==> src/rtl/uart_pkg.sv <==
// Shared UART definitions: FSM state encoding, line constants and parity helper.
// The PARITY state only exists when UART_TX_PARITY_EN is defined.
package uart_pkg;

  localparam logic START_BIT = 1'b0;
  localparam logic STOP_BIT  = 1'b1;
  localparam int   MAX_DATA_BITS = 9;

`ifdef UART_TX_PARITY_EN
  typedef enum logic [2:0] {
    IDLE   = 3'd0,
    START  = 3'd1,
    DATA   = 3'd2,
    PARITY = 3'd3,
    STOP   = 3'd4
  } uart_state_e;
`else
  typedef enum logic [2:0] {
    IDLE  = 3'd0,
    START = 3'd1,
    DATA  = 3'd2,
    STOP  = 3'd4
  } uart_state_e;
`endif

  // Callers zero-extend narrower words; the extra zeros do not change the XOR.
  function automatic logic parity_calc(input logic [MAX_DATA_BITS-1:0] data,
                                       input logic odd);
    return (^data) ^ odd;
  endfunction

endpackage

==> src/rtl/uart_baud_tick.sv <==
// Bit-period timer: counts 0..CLKS_PER_BIT-1 while enabled and flags the last
// cycle of each period with a one-cycle tick.
module uart_baud_tick #(
  parameter int CLKS_PER_BIT = 16
) (
  input  logic clk,
  input  logic reset,
  input  logic clear,
  input  logic enable,
  output logic tick
);

  localparam int CNT_W = $clog2(CLKS_PER_BIT);
  localparam logic [CNT_W-1:0] LAST = CNT_W'(CLKS_PER_BIT - 1);

  logic [CNT_W-1:0] cnt;

  assign tick = enable && (cnt == LAST);

  always_ff @(posedge clk or posedge reset) begin
    if (reset) begin
      cnt <= '0;
    end else if (clear || tick) begin
      cnt <= '0;
    end else if (enable) begin
      cnt <= cnt + 1'b1;
    end
  end

endmodule

==> src/rtl/uart_tx_param.sv <==
// Parametrised UART transmitter, LSB first, 1 or 2 stop bits.
// Define UART_TX_PARITY_EN to add the parity_odd port and a parity bit per frame.
// Handshake: a word is taken on a rising edge where send && ready; ready is high
// only in IDLE, and send is ignored at all other times (nothing is queued).
module uart_tx_param
  import uart_pkg::*;
#(
  parameter int CLKS_PER_BIT = 16,
  parameter int DATA_BITS    = 8,
  parameter int STOP_BITS    = 1
) (
  input  logic                 clk,
  input  logic                 reset,
  input  logic [DATA_BITS-1:0] data_in,
  input  logic                 send,
`ifdef UART_TX_PARITY_EN
  input  logic                 parity_odd,
`endif
  output logic                 ready,
  output logic                 tx,
  output logic                 busy,
  output logic                 done,
  output logic [2:0]           state_dbg
);

  localparam logic [3:0] LAST_DATA = 4'(DATA_BITS - 1);
  localparam logic [3:0] LAST_STOP = 4'(STOP_BITS - 1);

  uart_state_e          state, state_d;
  logic [DATA_BITS-1:0] shift_q, shift_d;
  logic [3:0]           bit_cnt, bit_cnt_d;
  logic                 tx_d, busy_d, done_d;
  logic                 accept, tick;
`ifdef UART_TX_PARITY_EN
  logic                 par_q, par_d;
`endif

  assign ready     = (state == IDLE);
  assign accept    = ready && send;
  assign state_dbg = state;

  uart_baud_tick #(.CLKS_PER_BIT(CLKS_PER_BIT)) u_baud (
    .clk    (clk),
    .reset  (reset),
    .clear  (accept),
    .enable (state != IDLE),
    .tick   (tick)
  );

  always_ff @(posedge clk or posedge reset) begin
    if (reset) begin
      state   <= IDLE;
      shift_q <= '0;
      bit_cnt <= '0;
      tx      <= STOP_BIT;
      busy    <= 1'b0;
      done    <= 1'b0;
`ifdef UART_TX_PARITY_EN
      par_q   <= 1'b0;
`endif
    end else begin
      state   <= state_d;
      shift_q <= shift_d;
      bit_cnt <= bit_cnt_d;
      tx      <= tx_d;
      busy    <= busy_d;
      done    <= done_d;
`ifdef UART_TX_PARITY_EN
      par_q   <= par_d;
`endif
    end
  end

  // tx is registered, so each bit is loaded on the tick that ends the previous one.
  always_comb begin
    state_d   = state;
    shift_d   = shift_q;
    bit_cnt_d = bit_cnt;
    tx_d      = tx;
    busy_d    = busy;
    done_d    = 1'b0;
`ifdef UART_TX_PARITY_EN
    par_d     = par_q;
`endif
    case (state)
      IDLE: begin
        if (send) begin
          state_d   = START;
          shift_d   = data_in;
          bit_cnt_d = '0;
          tx_d      = START_BIT;
          busy_d    = 1'b1;
`ifdef UART_TX_PARITY_EN
          par_d     = parity_calc(MAX_DATA_BITS'(data_in), parity_odd);
`endif
        end
      end
      START: begin
        if (tick) begin
          state_d   = DATA;
          tx_d      = shift_q[0];
          shift_d   = shift_q >> 1;
          bit_cnt_d = '0;
        end
      end
      DATA: begin
        if (tick) begin
          if (bit_cnt == LAST_DATA) begin
`ifdef UART_TX_PARITY_EN
            state_d = PARITY;
            tx_d    = par_q;
`else
            state_d   = STOP;
            tx_d      = STOP_BIT;
            bit_cnt_d = '0;
`endif
          end else begin
            tx_d      = shift_q[0];
            shift_d   = shift_q >> 1;
            bit_cnt_d = bit_cnt + 4'd1;
          end
        end
      end
`ifdef UART_TX_PARITY_EN
      PARITY: begin
        if (tick) begin
          state_d   = STOP;
          tx_d      = STOP_BIT;
          bit_cnt_d = '0;
        end
      end
`endif
      STOP: begin
        if (tick) begin
          if (bit_cnt == LAST_STOP) begin
            state_d = IDLE;
            busy_d  = 1'b0;
            done_d  = 1'b1;
          end else begin
            bit_cnt_d = bit_cnt + 4'd1;
          end
        end
      end
      default: state_d = IDLE;
    endcase
  end

endmodule
==> config.mk <==
export PLATFORM = sky130hd
export DESIGN_NAME = uart_tx_param
export DESIGN_NICKNAME = d
export VERILOG_FILES = /design/src/rtl/uart_pkg.sv /design/src/rtl/uart_baud_tick.sv /design/src/rtl/uart_tx_param.sv
export SDC_FILE = /design/constraint.sdc
export NUM_CORES = 1
export LEC_CHECK = 0
export CELL_PAD_IN_SITES_DETAIL_PLACEMENT = 0
export CELL_PAD_IN_SITES_GLOBAL_PLACEMENT = 1
export CORE_ASPECT_RATIO = 0.6
export CORE_MARGIN = 2
export CORE_UTILIZATION = 42
export CTS_CLUSTER_SIZE = 28
export DETAILED_ROUTE_END_ITERATION = 16
export PLACE_DENSITY = 0.83
export REMOVE_ABC_BUFFERS = 1
export SYNTH_ARGS = -nofsm -noshare
export SYNTH_HDL_FRONTEND = slang
export SYNTH_SLANG_ARGS = --single-unit
==> constraint.sdc <==
create_clock -name clk -period 3.7 [get_ports clk]
set_clock_uncertainty 0.05 [all_clocks]
set_input_delay 0.74 -clock clk [delete_from_list [all_inputs] [get_ports clk]]
set_output_delay 0.74 -clock clk [all_outputs]
set_load 0.02 [all_outputs]
==> results of run 1 <==
tightest hold or removal path: stages (launching register included):
cell       delay, ps
dfrtp_1          380
nand2_1           60
a2bb2oi_1         50
path summary, 6_finish.rpt:
| check | from | end | slack, ps | cells after the start |
|---|---|---|---|---|
| worst min register to register | shift_q[0] | tx | 440 | 2 |
| min in group asynchronous | reset | shift_q[7] | 900 | 2 |
| worst max-delay path | state_dbg[0] | ready | 820 | 3 |
| worst max register to register | state_dbg[0] | shift_q[1] | 1450 | 4 |
| max in group asynchronous | reset | u_baud.cnt[1] | 2170 | 2 |
| worst min-delay path | shift_q[0] | tx | 440 | 2 |
final cells by class:
class                   instances  area share, %
flip-flops and latches         22           37.0
multi-input cells              86           43.3
repair buffers                 17           11.4
clock buffers                   4           3.02
well taps                      42           3.52
inverters                       7           1.76
report_power, final:
group / switching, uW / total (uW) / internal [uW] / leakage [uW]
registers: 90.7 / 423 / 332 / 0.000273
clock network: 75.5 / 152 / 76.8 / 0.0000228
logic: 216 / 468 / 252 / 0.000315
total: 382 / 1040 / 661 / 0.000610
synthesized netlist by cell type (3+ instances only):
master	instances
a21oi_1	4
nor3b_1	3
ha_1	3
nor2_1	6
mux2_2	16
nand2_1	10
inv_1	7
dfrtp_1	21
nor2b_1	3
nand3_1	5
o21ai_0	7
flip-flops by register name (all words and copies together) (netlist names):
signal,cells
bit_cnt,4
busy,1
done,1
shift_q,8
state_dbg,3
u_baud.cnt,4
tx,1
metal layers:
| layer | share of wire [%] | routed length, um |
|---|---|---|
| met1 | 49 | 1210 |
| met3 | 4.2 | 104 |
| met2 | 46 | 1140 |
| met4 | 1.0 | 26 |
| met5 | 0 | 0 |
per-stage QoR:
stage / cell area [um2] / hold slack (ps) / power, uW / instances
floorplan: 1220 / 408 / 763 / 115
global placement: 1450 / 424 / 888 / 174
detailed placement: 1450 / 427 / 900 / 174
CTS: 1490 / 440 / 1050 / 178
global route: 1490 / 451 / 1120 / 178
finish: 1490 / 444 / 1040 / 178
kinds of logic (layout without fill, tap and decap cells):
logic type | Yosys count | in the layout
and+or+nand+nor | 38 | 38
AOI/OAI and AO/OA | 25 | 25
xor gates and xnor gates | 2 | 2
adders and majority gates | 3 | 3
muxes | 18 | 18
buffers and inverters | 12 | 28
DFF | 22 | 22
==> impl_metrics.csv, run 1 <==
group,metric,value,unit
run_status,outcome,"complete, no violations",
setup_path,cp_max_fo,14,
timing,timing.final.crit_period,2880,ps
clock_network,cts-buffers-inserted,3,
synthesis,yosysSeqAreaShare,43.6,%
clock_network,cts_setup_buffers,0,
die,die_y,46.5,um
drt,routedWlPerCell,14.0,um
placement,dp_worst_setup_slack,1120,ps
synthesis,synth-edff-count,0,
setup_path,path_cells,"or3_1 -> inv_1 -> clkdlybuf4s50_1",
clock_network,clkTransAtPathRegs,70,ps
timing,hold_viol_final,0,
global_route,grt_pass1_vias,868,
final_layout,final-seq-area,552,um2
die,row_count,15,
die,core,2870,um2
setup_path,critPathLaunchType,"flop",
global_route,grt_use_met1,21.4,%
drt,avgViaCountPerCell,5.28,
die,start_util,44.1,%
timing,max_freq,347,MHz
die,die_w,74.9,um
synthesis,synth-async-reset-ratio,100,%
timing,setup_viol,0,
drt,drt_iter0_drc,34,
hold_path,hold_path_class,"reg -> reg",
global_route,grt-busiest-layer,"met2",
synthesis,synth_top_area_share,41.5,%
synthesis,synth-seq-cells,22,
placement,place_congestion,0.817,
power,ir_drop,0.333,mV
global_route,grt_max_degree,23,
drt,firstDrtPassIters,4,
die,design.die.area,3480,um2
final_layout,area_delta_synth_final,17.8,%
final_layout,multiInputGateArea,646,um2
synthesis,synth_compound_area_share,14.3,%
synthesis,synth_flop_cell,"dfrtp_1",
final_layout,final_cell_mix,"dfrtp_1 (21), clkdlybuf4s50_1 (17), mux2_2 (16)",
synthesis,synth_cells,120,
clock_network,cts_resized,0,
job,cap_violations,0,
synthesis,synth_fa_ha_area_share,2.96,%
global_route,grt.total_usage,15.7,%
global_route,grt-ovfl-total,0,
synthesis,postSynthAreaPerCell,10.6,um2
synthesis,syn_area,1270,um2
setup_path,cp_slowest_cell,"clkdlybuf4s50_1",
timing,slew_headroom,42.7,%
clock_network,cts_tree,"done",
synthesis,synthSimpleGateAreaFrac,16.5,%
clock_network,cts-hold-fix-buffers,0,
setup_path,path_delay_family,"buffers and inverters",
global_route,use_met3,4.60,%
power,cellPowerDensity,699,nW/um2
drt,ant_nets,0,
final_layout,mostFrequentLayoutCell,"dfrtp_1",
setup_path,worstSetupPathType,"reg -> out",
synthesis,synth_largest_area_cell,"dfrtp_1",
setup_path,endpoint_kind,"primary output",
setup_path,critical-path-max-stage-delay,630,ps
drt,finalWirelength,2.49,mm
clock_network,cts_root_buffer,"clkbuf_8",
synthesis,synth_xor_area_share,1.38,%
synthesis,ys_types,38,
global_route,grt.met2_usage,24.0,%
final_layout,num-fill-cells,261,
timing,rsz0062_at_grt,"false",
setup_path,cp.arrival,2090,ps
timing,tightest_slew,858,ps
clock_network,clk_path_buf_depth,2,
drt,vias,939,
final_layout,drive_gt1_share,18.4,%
timing,setup_tns,0,ps
synthesis,synth_area_leaders,"dfrtp_1 (42%), mux2_2 (14%), ha_1 (3.0%), nand2_1 (3.0%), o21ai_0 (2.8%)",
placement,port-buffer-count,17,
timing,fin_ws,819,ps
timing,slew_viol_final,0,
synthesis,synthMuxAreaShare,15.8,%
power,leakage,0.000610,uW
setup_path,path_buf_inv,2,
final_layout,diodes,0,
drt,drc,0,
timing,fin_crit_sh,77.9,%
final_layout,fin_util,51.9,%
placement,hpwl,1.86,mm
die,io_pins,18,
clock_network,cts.sinks,22,
clock_network,insertion_delay,270,ps
synthesis,synth_top_family_by_area,"simple AND/OR/NAND/NOR gates",
final_layout,nets,151,
global_route,antenna_found_initial,0,
global_route,grt_pass1_wl,4.01,mm
clock_network,cts-htree-levels,1,
synthesis,synth_warnings,0,
setup_path,worstPathRequired,2910,ps
No activity file was read; power rests on OpenSTA's default activity.
==> run 2: changes to the inputs <==
==> constraint.sdc (replaced) <==
create_clock -name clk -period 2.67 [get_ports clk]
set_clock_uncertainty 0.05 [all_clocks]
set_input_delay 0.534 -clock clk [delete_from_list [all_inputs] [get_ports clk]]
set_output_delay 0.534 -clock clk [all_outputs]
set_load 0.02 [all_outputs]
==> impl_metrics.csv, run 2 (synthesized netlist as in run 1, its figures left out) <==
group,metric,value,unit
global_route,grt_pass1_wl,4.46,mm
final_layout,top_regs,"shift_q: 8 flops, bit_cnt: 4 flops, u_baud.cnt: 4 flops",
clock_network,cts-buffers-inserted,3,
timing,rsz0062_at_grt,"false",
drt,drc,0,
clock_network,cts_tree,"done",
timing,holdWs,448,ps
setup_path,worstSetupPathType,"reg -> out",
global_route,grt_pass1_vias,943,
drt,met3WireLength,87,um
final_layout,drive_gt1_share,20.7,%
global_route,grt-ovfl-total,0,
power,cellPowerDensity,990,nW/um2
drt,wl_met2,1.30,mm
drt,drt_iter0_drc,63,
final_layout,nets,155,
clock_network,cts_root_buffer,"clkbuf_8",
drt,wl_met1,1.32,mm
final_layout,diodes,0,
timing,tightest_slew,871,ps
placement,port-buffer-count,17,
setup_path,cp_max_fo,5,
global_route,antenna_found_initial,0,
setup_path,worstReg2RegStart,"u_baud.cnt[0]",
timing,hold_viol_final,0,
final_layout,mostFrequentLayoutCell,"dfrtp_1",
setup_path,endpoint_kind,"primary output",
final_layout,largest_reg_flops,8,
drt,vias,979,
setup_path,worstPathRequired,2090,ps
timing,slew_headroom,41.9,%
clock_network,cts_resized,0,
clock_network,insertion_delay,260,ps
drt,ant_nets,0,
die,die_w,74.9,um
drt,finalWirelength,2.72,mm
die,io_pins,18,
setup_path,cp.arrival,1890,ps
die,die_y,46.5,um
clock_network,clk_path_buf_depth,2,
die,start_util,44.1,%
power,ir_drop,0.511,mV
timing,max_freq,404,MHz
power,p_total,1510,uW
placement,place_congestion,0.823,
global_route,grt.total_usage,18.0,%
setup_path,rr_endpoint,"shift_q[5]",
job,cap_violations,0,
die,design.die.area,3480,um2
drt,avgViaCountPerCell,5.38,
setup_path,r2r_cells,5,
global_route,grt_max_degree,23,
drt,routedWlPerCell,14.9,um
drt,firstDrtPassIters,4,
timing,setup_tns,0,ps
setup_path,critPathLaunchType,"flop",
clock_network,cts-hold-fix-buffers,0,
run_status,outcome,"complete, no violations",
hold_path,hold_path_depth,2,
clock_network,clkTransAtPathRegs,70,ps
clock_network,cts-htree-levels,1,
clock_network,cts.sinks,22,
setup_path,r2r_slack,490,ps
drt,routed.top_layer,"met4",
hold_path,hold_path_class,"reg -> reg",
placement,hpwl,2.00,mm
power,leakage,0.000630,uW
timing,setup_viol,0,
clock_network,cts_setup_buffers,0,
final_layout,fin_util,53.0,%
die,core,2870,um2
die,row_count,15,
final_layout,num-fill-cells,261,
timing,fin_crit_sh,92.7,%
final_layout,area_delta_synth_final,20.2,%
final_layout,final_cell_mix,"dfrtp_1 (21), clkdlybuf4s50_1 (17), mux2_2 (16)",
timing,timing.final.crit_period,2480,ps
hold_path,min-delay-start,"shift_q[0]",
hold_path,worstHoldEndpoint,"tx",
timing,slew_viol_final,0,
final_layout,regMostFlops,"shift_q",
==> run 2: changes by cell type in the layout (fill, tap and decap cells not counted) <==
cell	change
buf_4	+4
==> run 2: worst max path at each step <==
stage	depth (start not counted)	slack (ps)	to	startpoint
2_1_floorplan	4	580	shift_q[0]	state_dbg[0]
3_3_place_gp	5	420	state_dbg[2]	send
3_5_place_dp	5	360	state_dbg[2]	send
4_1_cts	3	190	ready	state_dbg[0]
5_1_grt	3	120	ready	state_dbg[0]
6_report	3	190	ready	state_dbg[0]
==> run 2: area by class of cell <==
| class | instances | area, um2 | share of cell area (%) |
|---|---|---|---|
| repair buffers | 21 | 200 | 13.2 |
| flip-flops and latches | 22 | 552 | 36.3 |
| inverters | 7 | 26.3 | 1.73 |
| multi-input cells | 86 | 646 | 42.4 |
| well taps | 42 | 52.6 | 3.45 |
| clock buffers | 4 | 45.0 | 2.96 |
==> run 2: routing by layer <==
metal | vias to the layer above | track usage, %
li1 | 474 | -
met1 | 483 | 24.0
met2 | 20 | 28.1
met3 | 2 | 5.91
met4 | 0 | 5.36
met5 | - | 0
==> run 2: through the flow <==
step	setup slack, ps	area (um2)	instances
global route	116	1520	182
floorplan	583	1220	115
CTS	191	1520	182
finish	194	1520	182
global placement	423	1480	178
detailed placement	364	1480	178
==> run 2: where the power goes <==
| group | internal, uW | leakage [uW] | switching, uW |
|---|---|---|---|
| Clock | 106 | 0.0000228 | 101 |
| Combinational | 382 | 0.000334 | 365 |
| Sequential | 461 | 0.000273 | 91.3 |
| Total | 949 | 0.000630 | 557 |
==> run 2: worst max-delay path, cell delays in order, from the launching register on <==
cell             delay, ps
dfrtp_1                380
or3_1                  450
inv_1                  180
clkdlybuf4s50_1        630
==> run 3: changes to the inputs <==
--- a/config.mk
+++ b/config.mk
@@ -12,6 +12,7 @@
 export CORE_UTILIZATION = 42
 export CTS_CLUSTER_SIZE = 28
 export DETAILED_ROUTE_END_ITERATION = 16
+export GPL_TIMING_DRIVEN = 1
 export PLACE_DENSITY = 0.83
 export REMOVE_ABC_BUFFERS = 1
 export SYNTH_ARGS = -nofsm -noshare
==> results of run 3 <==
The final DEF is identical to that of run 2; final timing and power are the same.
